### src/rtl/mac_pkg.sv
`default_nettype none
// ============================================================================
// Package  : mac_pkg
// Brief    : Shared widths and the result-FIFO word for the MAC result path.
// Revision : 1.0 - initial release
// ============================================================================
package mac_pkg;

  localparam int ACC_W       = 16;
  localparam int MAC_LATENCY = 4;
  // Widest count the FIFO word can carry; narrower CNT_W values are zero-extended.
  localparam int CNT_MAX_W   = 16;

  typedef struct packed {
    logic                 sat;
    logic [CNT_MAX_W-1:0] count;
    logic [ACC_W-1:0]     data;
  } mac_result_t;

endpackage
`default_nettype wire

### src/rtl/mac_result_fifo.sv
`default_nettype none
// ============================================================================
// Module   : mac_result_fifo
// Brief    : Synchronous FIFO of mac_result_t words; a push while full lands
//            only when a pop frees the head slot in the same cycle.
// Revision : 1.0 - initial release
// ============================================================================
module mac_result_fifo
  import mac_pkg::*;
#(
  parameter int DEPTH = 4
) (
  input  logic        clk,
  input  logic        reset,
  input  logic        push,
  input  logic        pop,
  input  mac_result_t wdata,
  output mac_result_t rdata,
  output logic        full,
  output logic        empty
);

  localparam int AW = $clog2(DEPTH);

  mac_result_t   mem [DEPTH];
  logic [AW:0]   wr_ptr;
  logic [AW:0]   rd_ptr;
  logic          do_push;
  logic          do_pop;

  // Extra pointer bit separates full from empty when the indices coincide.
  assign empty   = (wr_ptr == rd_ptr);
  assign full    = (wr_ptr[AW] != rd_ptr[AW]) && (wr_ptr[AW-1:0] == rd_ptr[AW-1:0]);
  assign do_pop  = pop && !empty;
  assign do_push = push && (!full || do_pop);
  assign rdata   = mem[rd_ptr[AW-1:0]];

  always_ff @(posedge clk or posedge reset) begin
    if (reset) begin
      wr_ptr <= '0;
      rd_ptr <= '0;
      for (int i = 0; i < DEPTH; i++) begin
        mem[i] <= '0;
      end
    end else begin
      if (do_push) begin
        mem[wr_ptr[AW-1:0]] <= wdata;
        wr_ptr              <= wr_ptr + 1'b1;
      end
      if (do_pop) begin
        rd_ptr <= rd_ptr + 1'b1;
      end
    end
  end

endmodule
`default_nettype wire

### src/rtl/mac_result_collector.sv
`default_nettype none
// ============================================================================
// Module   : mac_result_collector
// Brief    : Turns the free-running MAC sum into per-vector, requantised
//            results queued behind a valid/ready interface.
// Revision : 1.0 - initial release
// ============================================================================
module mac_result_collector
  import mac_pkg::*;
#(
  parameter int LATENCY = MAC_LATENCY,
  parameter int SHIFT   = 0,
  parameter int OUT_W   = 8,
  parameter int CNT_W   = 8,
  parameter int DEPTH   = 4
) (
  input  logic             clk,
  input  logic             reset,
  input  logic             in_valid,
  input  logic             in_last,
  input  logic [ACC_W-1:0] mac_result,
  output logic             out_valid,
  input  logic             out_ready,
  output logic [OUT_W-1:0] out_data,
  output logic             out_sat,
  output logic [CNT_W-1:0] out_count,
  output logic             overflow
);

  localparam logic [ACC_W-1:0] SAT_MAX = ACC_W'((32'd1 << OUT_W) - 32'd1);

  logic [1:0]       dly [LATENCY];   // {valid, last}
  logic             tap_valid;
  logic             tap_last;
  logic [CNT_W-1:0] elem_cnt;
  logic [CNT_W-1:0] count_now;
  logic [ACC_W-1:0] baseline;
  logic [ACC_W-1:0] delta;
  logic [ACC_W-1:0] q;
  logic             capture;
  logic             pop;
  logic             full;
  logic             empty;
  mac_result_t      wdata;
  mac_result_t      rdata;
  logic             unused_rdata;

  assign tap_valid = dly[LATENCY-1][1];
  assign tap_last  = dly[LATENCY-1][0];
  assign capture   = tap_last;
  assign count_now = elem_cnt + 1'b1;
  // Modular difference lets the upstream accumulator wrap freely.
  assign delta     = mac_result - baseline;
  assign q         = delta >> SHIFT;

  always_comb begin
    wdata       = '0;
    wdata.sat   = (q > SAT_MAX);
    wdata.data  = wdata.sat ? SAT_MAX : (q & SAT_MAX);
    wdata.count = CNT_MAX_W'(count_now);
  end

  always_ff @(posedge clk or posedge reset) begin
    if (reset) begin
      for (int i = 0; i < LATENCY; i++) begin
        dly[i] <= '0;
      end
      elem_cnt <= '0;
      baseline <= '0;
      overflow <= 1'b0;
    end else begin
      dly[0] <= {in_valid, in_valid & in_last};
      for (int i = 1; i < LATENCY; i++) begin
        dly[i] <= dly[i-1];
      end
      if (tap_valid) begin
        elem_cnt <= tap_last ? '0 : count_now;
      end
      if (capture) begin
        baseline <= mac_result;
        if (full && !pop) begin
          overflow <= 1'b1;
        end
      end
    end
  end

  assign out_valid = !empty;
  assign pop       = out_valid && out_ready;

  mac_result_fifo #(
    .DEPTH (DEPTH)
  ) u_fifo (
    .clk   (clk),
    .reset (reset),
    .push  (capture),
    .pop   (pop),
    .wdata (wdata),
    .rdata (rdata),
    .full  (full),
    .empty (empty)
  );

  assign out_data     = rdata.data[OUT_W-1:0];
  assign out_sat      = rdata.sat;
  assign out_count    = rdata.count[CNT_W-1:0];
  // Upper word bits are zero by construction for narrow OUT_W/CNT_W.
  assign unused_rdata = &{1'b0, rdata};

endmodule
`default_nettype wire

### config.mk
export PLATFORM = sky130hd
export DESIGN_NAME = mac_result_collector
export DESIGN_NICKNAME = d
export VERILOG_FILES = /design/src/rtl/mac_pkg.sv /design/src/rtl/mac_result_fifo.sv /design/src/rtl/mac_result_collector.sv
export SDC_FILE = /design/constraint.sdc
export NUM_CORES = 1
export LEC_CHECK = 0
export CAP_MARGIN = 10
export CORE_MARGIN = 2
export CORE_UTILIZATION = 45
export DETAILED_ROUTE_END_ITERATION = 10
export PLACE_DENSITY_LB_ADDON = 0.25
export SKIP_CTS_REPAIR_TIMING = 1
export SLEW_MARGIN = 20
export SYNTH_ARGS = -nofsm -noshare
export SYNTH_HDL_FRONTEND = slang
export SYNTH_SLANG_ARGS = --single-unit
export TNS_END_PERCENT = 50
### constraint.sdc
create_clock -name clk -period 6.45 [get_ports clk]
set_input_delay 1.6125 -clock clk [delete_from_list [all_inputs] [get_ports clk]]
set_output_delay 1.6125 -clock clk [all_outputs]
set_load 0.05 [all_outputs]
# Word level (Yosys, flattened, before mapping)
# Index checks and enable logic that the tools add are counted.
[word_totals] output_inout_bits=19 in_bits=21 elab_cells=54 reg_bits=171
[classes] muxes=8 addsub=4 n_reduce_logical=11 eq_ne=3 n_bitwise=3 n_lt_le_gt_ge=4
[op_table] operator="132-bit bitwise mux" n=1
[op_table] operator="33-bit two-way mux" n=3
[op_table] operator="33-bit binary-select mux with 2-bit select" n=1
[op_table] operator="33-bit demux with 2-bit select" n=1
[op_table] operator="16-bit by 8-bit greater-than comparator with 1-bit output (second input constant)" n=1
[op_table] operator="8-bit two-way mux" n=2
[op_table] operator="16-bit subtractor" n=1
[op_table] operator="8-bit by 1-bit adder with 8-bit output (second input constant)" n=1
[op_table] operator="3-bit by 1-bit adder with 3-bit output (second input constant)" n=2
[op_table] operator="3-bit greater-or-equal comparator (second input constant)" n=2
[op_table] operator="1-bit logical AND" n=6
[op_table] operator="2-bit inverter with 3-bit output" n=2
[op_table] operator="3-bit equality test" n=1
[op_table] operator="1-bit logical NOT" n=3
[op_table] operator="3-bit by 1-bit less-than comparator with 1-bit output (second input constant)" n=1
[op_table] operator="2-bit equality test" n=1
[op_table] operator="2-bit AND reduction" n=1
[op_table] operator="1-bit AND" n=1
[op_table] operator="1-bit logical OR" n=1
[op_table] operator="1-bit != test" n=1

# Longest topological paths before layout
# Gate-level depths: netlist of the first run.
[logic_depth] depth_word=6 mapped_depth=11 depth_no_buf=10

# Hierarchy
# From an unflattened synthesis of the first run, not the netlist that was laid out.
[unflattened] cells_unflattened=614 area_unflattened_um2=8593.2
[modules_own_cells] module="mac_result_fifo" n_inst=1 area_per_inst_um2=6361.1 cells_per_inst=356 seq_area_each_um2=3453.3
[modules_own_cells] module="mac_result_collector" n_inst=1 area_per_inst_um2=2232.1 cells_per_inst=258 seq_area_each_um2=825.8

# Worst setup path after synthesis of the first run
# No wires, ideal clock.
[synth_timing] kind="input -> register" start="in mac_result[0]" end="reg u_fifo.mem[100] (netlist bit)" n_path_buf=1 path_slack_ns=2.468 setup_time_ns=0.125 arrival_time_ns=3.857 path_stages=10 required_time_ns=6.325 cell_sequence="inv_1 > ha_1 > fa_1 > nand2b_1 > a21o_1 > a311o_1 > a21boi_4 > nor4_4 > buf_6 > a21oi_2"
[synth_via] elab_chain_len=4
[synth_rtl] element="start: declaration" line="mac_result_collector.sv:21" rtl="input logic [ACC_W-1:0] mac_result,"
[synth_rtl] element="16-bit subtractor *" line="mac_result_collector.sv:53" rtl="assign delta = mac_result - baseline;"
[synth_rtl] element="16-bit by 8-bit greater-than comparator with 1-bit output" line="mac_result_collector.sv:58" rtl="wdata.sat = (q > SAT_MAX);"
[synth_rtl] element="8-bit two-way mux *" line="mac_result_collector.sv:59" rtl="wdata.data = wdata.sat ? SAT_MAX : (q & SAT_MAX);"
[synth_rtl] element="132-bit bitwise mux *" line="mac_result_fifo.sv:47" rtl="mem[wr_ptr[AW-1:0]] <= wdata;"
[synth_rtl] element="end signal: indexed assignment" line="mac_result_fifo.sv:47"
[synth_rtl] element="end: declaration" line="mac_result_fifo.sv:25" rtl="mac_result_t mem [DEPTH];"
# Every way passes the cells marked *; elsewhere a longest branch is shown, timed or not.
# A chain may end at the register's enable or synchronous reset.

# Worst setup path after layout of the first run
[layout_timing] start="reg u_fifo.rd_ptr[0]" end="out out_count[7]"
[layout_via] elab_chain_len=4
[layout_rtl] element="start: declaration" line="mac_result_fifo.sv:27" rtl="logic [AW:0] rd_ptr;"
[layout_rtl] element="start signal: assignment" line="mac_result_fifo.sv:51" rtl="rd_ptr <= rd_ptr + 1'b1;"
[layout_rtl] element="2-bit inverter with 3-bit output (not written as such)" line="mac_result_fifo.sv:36" rtl="assign rdata = mem[rd_ptr[AW-1:0]];"
[layout_rtl] element="33-bit binary-select mux with 2-bit select" line="mac_result_fifo.sv:36"
[layout_rtl] element="33-bit two-way mux (not written as such) (2 in a row)" line="mac_result_fifo.sv:36"
[layout_rtl] element="end: declaration" line="mac_result_collector.sv:26" rtl="output logic [CNT_W-1:0] out_count,"
# Every way passes these cells. The select of a mux whose other input is x is not followed.

==> flow_metrics.env, run 1 <==
export IMPL_holdCritPathClass="flop to flop"
export IMPL_drt_wl_total_mm=11.7
export IMPL_synth_seq_cells=107
export IMPL_leakage_nw=2.57
export IMPL_cts_sinks=107
export IMPL_hold_violations=0
export IMPL_yosys_most_used_dff="dfrtp_1"
export IMPL_critPathMaxFanout=16
export IMPL_critical_path_cell_chain="buf_4 > mux4_2 > clkdlybuf4s50_1"
export IMPL_syn_avg_cell_area_um2=10.0
export IMPL_finClkSkew_ps=8.35
export IMPL_hpwl_mm=7.78
export IMPL_arrival_ps=2890
export IMPL_ant_nets=0
export IMPL_gr_total_overflow=0
export IMPL_min_delay_start="dly[7]"
export IMPL_die_area_um2=13200
export IMPL_drtIter0Drc=219
export IMPL_holdWs_ps=352
export IMPL_coreArea_um2=12000
export IMPL_cts_tree="yes"
export IMPL_fin_crit_sh=0.699
export IMPL_root_buffer="clkbuf_16"
export IMPL_area_delta_synth_final_pct=13.2
export IMPL_grt_max_degree=65
export IMPL_clk_path_buf_depth=2
export IMPL_endpoint_kind="primary output"
export IMPL_max_cap_violations=0
export IMPL_worstMarginPinSlew_ps=1020
export IMPL_reg2reg_from="u_fifo.rd_ptr[1]"
export IMPL_max_stage_delay_ps=970
export IMPL_first_global_vias=4004
export IMPL_io_buffers=39
export IMPL_rows=40
export IMPL_power_density_nw_per_um2=414
export IMPL_synth_edff_count=0
export IMPL_finalMaxSlewViolations=0
export IMPL_critPathLaunch="u_fifo.rd_ptr[0]"
export IMPL_cts_max_level=3
export IMPL_wire_per_inst_um=16.0
export IMPL_die_height_um=115
export IMPL_drc_errors=0
export IMPL_max_freq_mhz=222
export IMPL_clk_pin_slew_ps=70
export IMPL_crit_buf_inv=2
export IMPL_drtPass1Iterations=7
export IMPL_drive_gt1_frac=0.104
export IMPL_insertion_delay_ps=350
export IMPL_rsz0062_at_grt="false"
export IMPL_fin_nets=623
export IMPL_dr_total_vias=4090
export IMPL_grt_use_total=0.192
export IMPL_vdd_drop_max_uv=136
export IMPL_synth_cells=555
export IMPL_startpoint_type="flop"
export IMPL_die_x_um=115
export IMPL_async_flop_share=1.00
export IMPL_tns_ps=0
export IMPL_netlist_area_um2=5550
export IMPL_synth_cell_types=49
export IMPL_status="finished clean"
export IMPL_antenna_found_initial=0
export IMPL_required_ps=4840
export IMPL_slew_headroom=0.321
export IMPL_vias_per_cell=5.59
export IMPL_setup_viol_count_final=0
export IMPL_grt_pass1_wl_mm=19.9
export IMPL_start_util=0.462
export IMPL_synth_yosys_warnings=0
export IMPL_diodes=0
export IMPL_synth_fp_nets=598
export IMPL_yosysSeqAreaShare=0.482
export IMPL_boundaryPins=40
export IMPL_crit_type="flop to primary output"
export IMPL_crit_slowest_cell="dfrtp_1"
export IMPL_cts_buffers=9
export IMPL_fin_crit_ps=4510
export IMPL_routabilityCongestion=0.792
export IMPL_critPathTopFamily="buffers and inverters"
export IMPL_fill_cells=1091
## cell usage in the layout, fill, tap and decap left out, drive strengths merged, types with 3 or more instances in the layout
cell	n
a21o	4
o21ai	48
dfrtp	107
a21oi	52
buf	5
nor3b	9
xnor2	19
ha	21
and2	6
inv	32
nor3	31
mux4	17
o22ai	8
clkdlybuf4s50	39
and3	3
mux2i	3
nand2	71
nand3	9
clkbuf	9
nand2b	8
nor2b	3
mux2	3
xor2	3
nor2	49
clkinv	4
## cells in the mapped netlist (all sizes together), types with 3 or more instances
cell type  count  area [µm²]
nor2          49         184
a21o           4        30.0
ha            21         263
buf           16         103
clkbuf        14        52.6
and3           3        20.0
mux2           3        33.8
xnor2         19         166
mux2i          3        30.0
nand2         71         269
dfrtp        107        2680
o21ai         48         240
o22ai          8        50.1
nor3b          9        67.6
a21oi         52         302
xor2           3        26.3
mux4          17         383
nand3          9        45.0
and2           6        38.8
nor3          31         155
nor2b          3        18.8
inv           30         113
nand2b         8        50.1
## kinds of logic (layout without fill, tap and decap cells)
| kind of cell | count (synthesis) | count (layout) | share of synthesized area |
|---|---|---|---|
| AOI/OAI and AO/OA | 129 | 129 | 0.144 |
| buffers and inverters | 60 | 90 | 0.0482 |
| and+or+nand+nor | 192 | 192 | 0.160 |
| DFF | 107 | 107 | 0.482 |
| muxes | 23 | 23 | 0.0804 |
| xor gates and xnor gates | 22 | 22 | 0.0347 |
| adders and majority gates | 22 | 22 | 0.0509 |
## power breakdown
part	switching [mW]	total, mW	internal [mW]
sequential	0.162	1.01	0.851
clock	0.255	0.520	0.265
combinational	0.631	1.07	0.442
## registers in the layout, summed over array words and instances (netlist names)
register       flops
u_fifo.mem        68
baseline          16
elem_cnt           8
dly                7
u_fifo.rd_ptr      3
u_fifo.wr_ptr      3
capture            1
overflow           1
## layer usage
metal | vias to the layer above | global-route usage | part of all wire
met5 | - | 0 | 0
met4 | 0 | 0.0514 | 0.013
met3 | 13 | 0.0306 | 0.044
met2 | 110 | 0.316 | 0.48
met1 | 1998 | 0.268 | 0.46
li1 | 1969 | - | -
## area by class of cell
type	count	area (µm²)	share of cell area
timing repair buffer	44	428	0.0680
tap	147	184	0.0292
inverter	30	115	0.0183
multi-input combinational	388	2610	0.415
sequential	107	2680	0.426
clock inverter	7	51.3	0.00816
clock buffer	9	225	0.0358
## worst paths after layout
kind                                   end  slack, ps  depth (start not counted)
hold reg to reg                     dly[5]        350                          0
setup / recovery              out_count[7]       1940                          3
setup reg to reg            u_fifo.mem[66]       3190                          7
min in group asynchronous   u_fifo.mem[22]       1750                          2
max in group asynchronous  u_fifo.mem[106]       3600                          3
hold / removal                      dly[5]        350                          0
## per-stage QoR
step                utilization  total power, mW  area [µm²]  setup WS [ps]  cells
floorplan                     -             1.81        5550           2020    555
global placement          0.501             2.07        6010           1810    716
finish                    0.524             2.61        6290           1940    732
detailed placement        0.501             2.11        6010           1740    716
CTS                       0.524             2.63        6290           1860    732
global route              0.524             2.77        6290           1750    732
(Power assumes the default switching activity.)
==> run 2, diff against run 1 <==
Clock period 6.45 ns to 4.28 ns, I/O delays scaled along.
==> run 2 against run 1 <==
  * Global-route usage up 0.55 points
  * Via count increased by 1.4%
  * Sequential cell count stayed put
  * Final cell count rose by 1.9%
  * Critical path depth up 11
  * Worst setup slack got worse by 1500 ps
  * Worst hold slack worse by 3.1 ps
  * Register-to-register slack got worse by 1900 ps
  * Utilization increased by 1.7 points
  * Power up 57%
  * Clock skew down 2.6 ps
  * Critical path type is now primary input to flop
  * Critical endpoint is now u_fifo.mem[102]
==> flow_metrics.env, run 2 (synthesized netlist as in run 1, its figures left out) <==
export IMPL_final_common_cell="dfrtp_1"
export IMPL_hpwl_mm=7.98
export IMPL_area_delta_synth_final_pct=16.9
export IMPL_final_cell_mix="107 x dfrtp_1, 70 x nand2_1, 49 x nor2_1"
export IMPL_grt_max_degree=58
export IMPL_setup_viol_count_final=0
export IMPL_coreArea_um2=12000
export IMPL_critical_path_cell_chain="clkdlybuf4s50_1 > inv_1 > ha_1 > fa_1 > nand2b_1 > a21o_1 > a311o_1 > buf_4 > o311a_1 > o32ai_2 > nor4_4 > buf_4 > buf_12 > a21oi_1"
export IMPL_drc_errors=0
export IMPL_cts_max_level=3
export IMPL_fin_nets=637
export IMPL_cts_sinks=107
export IMPL_routabilityCongestion=0.822
export IMPL_p_comb_frac=0.429
export IMPL_regMostFlops="u_fifo.mem"
export IMPL_worst_path_most_repeated_cell="buf_4"
export IMPL_clk_path_buf_depth=2
export IMPL_fin_crit_ps=3860
export IMPL_share_seq_of_total_power=0.351
export IMPL_leakage_nw=2.66
export IMPL_startpoint_type="primary input"
export IMPL_swShare=0.390
export IMPL_critPathMaxFanout=20
export IMPL_grt_use_total=0.198
export IMPL_finalMaxSlewViolations=0
export IMPL_antenna_found_initial=0
export IMPL_gr_total_overflow=0
export IMPL_critPathTopFamily="compound AO/OA/AOI/OAI gates"
export IMPL_fin_area_um2=6490
export IMPL_rsz0062_at_grt="false"
export IMPL_finClkSkew_ps=5.71
export IMPL_regArea_um2=2680
export IMPL_hold_violations=0
export IMPL_drt_wl_total_mm=12.0
export IMPL_first_global_vias=4044
export IMPL_boundaryPins=40
export IMPL_fin_crit_sh=0.902
export IMPL_rows=40
export IMPL_io_buffers=39
export IMPL_die_area_um2=13200
export IMPL_multi_input_area_um2=2610
export IMPL_drtIter0Drc=283
export IMPL_worstMarginPinSlew_ps=787
export IMPL_status="finished clean"
export IMPL_vias_per_cell=5.56
export IMPL_crit_type="primary input to flop"
export IMPL_grt_pass1_wl_mm=20.3
export IMPL_cts_buffers=9
export IMPL_max_freq_mhz=259
export IMPL_reg_top3="u_fifo.mem (68), baseline (16), elem_cnt (8)"
export IMPL_die_x_um=115
export IMPL_diodes=0
export IMPL_arrival_ps=4140
export IMPL_holdCritPathClass="flop to flop"
export IMPL_dr_total_vias=4149
export IMPL_holdWs_ps=349
export IMPL_clk_pin_slew_ps=70
export IMPL_endpoint_kind="flop"
export IMPL_vdd_drop_max_uv=233
export IMPL_drive_gt1_frac=0.125
export IMPL_root_buffer="clkbuf_16"
export IMPL_wire_per_inst_um=16.1
export IMPL_max_stage_delay_ps=470
export IMPL_die_height_um=115
export IMPL_worst_slack_ps=419
export IMPL_switchingPower_mw=1.60
export IMPL_largest_reg_flops=68
export IMPL_cts_tree="yes"
export IMPL_drtPass1Iterations=5
export IMPL_placed_area_um2=6130
export IMPL_p_int_mw=2.50
export IMPL_slew_headroom=0.474
export IMPL_crit_buf_inv=5
export IMPL_crit_slowest_cell="clkdlybuf4s50_1"
export IMPL_ant_nets=0
export IMPL_pre_cts_ws_ps=-191
export IMPL_required_ps=4560
export IMPL_max_cap_violations=0
export IMPL_p_clk_frac=0.220
export IMPL_power_density_nw_per_um2=631
export IMPL_fill_cells=1076
export IMPL_insertion_delay_ps=350
export IMPL_start_util=0.462
-- run 2: area by class of cell --
| cell class | count | area share |
|---|---|---|
| Tap cell | 147 | 0.0283 |
| Clock inverter | 7 | 0.0154 |
| Clock buffer | 9 | 0.0347 |
| Timing Repair Buffer | 58 | 0.0898 |
| Multi-Input combinational cell | 388 | 0.402 |
| Sequential cell | 107 | 0.412 |
| Inverter | 30 | 0.0177 |
-- run 2: metrics by stage --
step	cells	util	power [mW]	setup TNS (ps)
finish	746	0.541	4.10	0
global placement	727	0.511	3.16	-2610
CTS	743	0.538	4.14	0
floorplan	555	-	2.72	0
detailed placement	727	0.511	3.22	-3840
global route	746	0.541	4.36	0
-- run 2: worst reg2reg max path: stages (launching register included) --
cell and delay [ps]:
dfrtp_1 380, ha_1 210, fa_1 380, nand2b_1 170
a21o_1 190, a311o_1 350, buf_4 160, o311a_1 340
o32ai_2 180, nor4_4 80, buf_4 180, buf_12 160
a21oi_1 140
-- run 2: routing by layer --
layer,track usage,vias up,share of wire
met1,0.271,2017,0.46
met3,0.0564,9,0.054
li1,-,1996,-
met4,0.0554,0,0.011
met2,0.309,127,0.47
met5,0,-,0
-- run 2: power groups by stage --
| stage | Combinational (mW) | Clock (mW) | Sequential, mW |
|---|---|---|---|
| global placement | 1.72 | 0 | 1.44 |
| CTS | 1.77 | 0.929 | 1.44 |
| finish | 1.76 | 0.899 | 1.44 |
| detailed placement | 1.77 | 0 | 1.46 |
| global route | 1.92 | 0.966 | 1.47 |
| floorplan | 1.30 | 0 | 1.43 |
-- run 2: final timing paths --
check	startpoint	endpoint	slack (ps)	cells past startpoint
max in group asynchronous	reset	u_fifo.mem[33]	2360	3
min	dly[2]	capture	350	0
max reg2reg	baseline[0]	u_fifo.mem[102]	1290	12
max	mac_result[0]	u_fifo.mem[102]	420	14
min reg2reg	dly[2]	capture	350	0
min in group asynchronous	reset	u_fifo.mem[22]	1190	2
==> run 3, diff against run 2 <==
Settings changed: CORE_MARGIN 2 to not set, SLEW_MARGIN 20 to not set.
==> run 3 against run 2 <==
  * Register-to-register slack got worse by 160 ps
  * First-iteration DRC count is 31% lower
  * Via count shrank 0.84%
  * Sequential share of layout area grew 0.45 points
  * Power fell by 1.4%
  * Critical path type unchanged
  * Critical path depth decreased by 3
  * Largest power group unchanged
  * Die area is 3.4% lower
  * Combinational power down 2%
  * Worst hold slack hardly changed
  * Global-route usage barely moved
==> flow_metrics.env, run 3 (synthesized netlist as in run 1, its figures left out) <==
export IMPL_pre_cts_ws_ps=-97.8
export IMPL_fin_nets=632
export IMPL_status="finished clean"
export IMPL_required_ps=4510
export IMPL_cts_max_level=3
export IMPL_antenna_found_initial=0
export IMPL_grt_max_degree=70
export IMPL_cts_buffers=9
export IMPL_finalNonFillerCells=741
export IMPL_reg_top3="u_fifo.mem (68), baseline (16), elem_cnt (8)"
export IMPL_dr_total_vias=4114
export IMPL_crit_type="primary input to flop"
export IMPL_drtPass1Iterations=4
export IMPL_power_total_mw=4.04
export IMPL_fin_crit_ps=4030
export IMPL_drtIter0Drc=194
export IMPL_diodes=0
export IMPL_placed_cells=725
export IMPL_hold_violations=0
export IMPL_regMostFlops="u_fifo.mem"
export IMPL_grt_pass1_wl_mm=19.7
export IMPL_finClkSkew_ps=8.66
export IMPL_gr_total_overflow=0
export IMPL_critPathCapture="u_fifo.mem[131]"
export IMPL_largest_reg_flops=68
export IMPL_rows=40
export IMPL_r2r_slack_ps=1130
export IMPL_vias_per_cell=5.55
export IMPL_insertion_delay_ps=350
export IMPL_rr_endpoint="u_fifo.mem[131]"
export IMPL_clk_path_buf_depth=2
export IMPL_startpoint_type="primary input"
export IMPL_start_util=0.462
export IMPL_io_buffers=39
export IMPL_endpoint_kind="flop"
export IMPL_drt_wl_total_mm=11.9
export IMPL_boundaryPins=40
export IMPL_cts_sinks=107
export IMPL_wire_per_inst_um=16.1
export IMPL_finalMaxSlewViolations=0
export IMPL_reg2reg_from="baseline[0]"
export IMPL_leakage_nw=2.63
export IMPL_arrival_ps=4260
export IMPL_die_x_um=113
export IMPL_slew_headroom=0.390
export IMPL_holdCritPathClass="flop to flop"
export IMPL_rsz0062_at_grt="false"
export IMPL_power_density_nw_per_um2=629
export IMPL_die_area_um2=12800
export IMPL_multi_input_area_um2=2610
export IMPL_hpwl_mm=7.99
export IMPL_ant_nets=0
export IMPL_critPathLaunch="mac_result[0]"
export IMPL_drc_errors=0
export IMPL_placed_area_um2=6120
export IMPL_max_cap_violations=0
export IMPL_routabilityCongestion=0.813
export IMPL_worstMarginPinSlew_ps=908
export IMPL_vdd_drop_max_uv=233
export IMPL_clk_pin_slew_ps=70
export IMPL_first_global_vias=3914
export IMPL_area_delta_synth_final_pct=15.7
export IMPL_final_cell_mix="107 x dfrtp_1, 70 x nand2_1, 49 x nor2_1"
export IMPL_die_height_um=113
export IMPL_root_buffer="clkbuf_16"
export IMPL_final_common_cell="dfrtp_1"
export IMPL_grt_use_total=0.198
export IMPL_fin_area_um2=6420
export IMPL_coreArea_um2=12000
export IMPL_worst_r2r_cell_count=9
export IMPL_worst_slack_ps=253
export IMPL_drive_gt1_frac=0.116
export IMPL_cts_tree="yes"
export IMPL_fill_cells=1073
export IMPL_setup_viol_count_final=0
export IMPL_regArea_um2=2680
export IMPL_critPathMaxFanout=24
export IMPL_max_freq_mhz=248
export IMPL_fin_crit_sh=0.941
## run 3: changes by cell type in the layout (fill, tap and decap cells not counted)
cell,delta
clkbuf_1,+1
inv_8,-1
buf_12,-1
bufinv_16,-1
clkinv_2,+1
clkinvlp_4,-2
buf_4,-4
clkbuf_8,+2
## run 3: worst max-delay path: stages
cell and delay, ps:
clkdlybuf4s50_1 480, inv_1 50, ha_1 210, fa_1 390, nand2b_1 180, a21o_1 190, a311o_1 350, a21boi_4 160
nor4_4 810, buf_12 270, a21oi_1 90
## run 3: stage by stage
stage / hold slack (ps) / setup TNS, ps / utilization
floorplan: 331 / 0 / -
global placement: 332 / -173 / 0.509
detailed placement: 335 / -2050 / 0.509
CTS: 351 / 0 / 0.535
global route: 363 / 0 / 0.535
finish: 349 / 0 / 0.535
## run 3: area by class of cell
| type | count | share of cell area |
|---|---|---|
| Sequential cell | 107 | 0.417 |
| Multi-Input combinational cell | 388 | 0.406 |
| Clock buffer | 12 | 0.0399 |
| Inverter | 30 | 0.0179 |
| Clock inverter | 4 | 0.00760 |
| Timing Repair Buffer | 53 | 0.0830 |
| Tap cell | 147 | 0.0286 |
## run 3: worst min path at each step
stage            from       to  slack, ps  depth (start not counted)
2_1_floorplan  dly[2]  capture        330                          0
3_3_place_gp   dly[6]   dly[4]        330                          0
3_5_place_dp   dly[6]   dly[4]        330                          0
4_1_cts        dly[6]   dly[4]        350                          0
5_1_grt        dly[6]   dly[4]        360                          0
6_report       dly[6]   dly[4]        350                          0
## run 3: metal layers
layer,up-vias,global-route usage,part of all wire
met2,95,0.315,0.48
met5,-,0,0
met3,14,0.0273,0.053
li1,1983,-,-
met4,0,0.0781,0.011
met1,2022,0.275,0.46
## run 3: power by group
group	total (mW)	switching [mW]	leakage, nW	internal (mW)
registers	1.47	0.183	1.25	1.28
logic	1.72	1.02	1.23	0.697
clock network	0.850	0.365	0.153	0.485
total	4.04	1.57	2.63	2.47
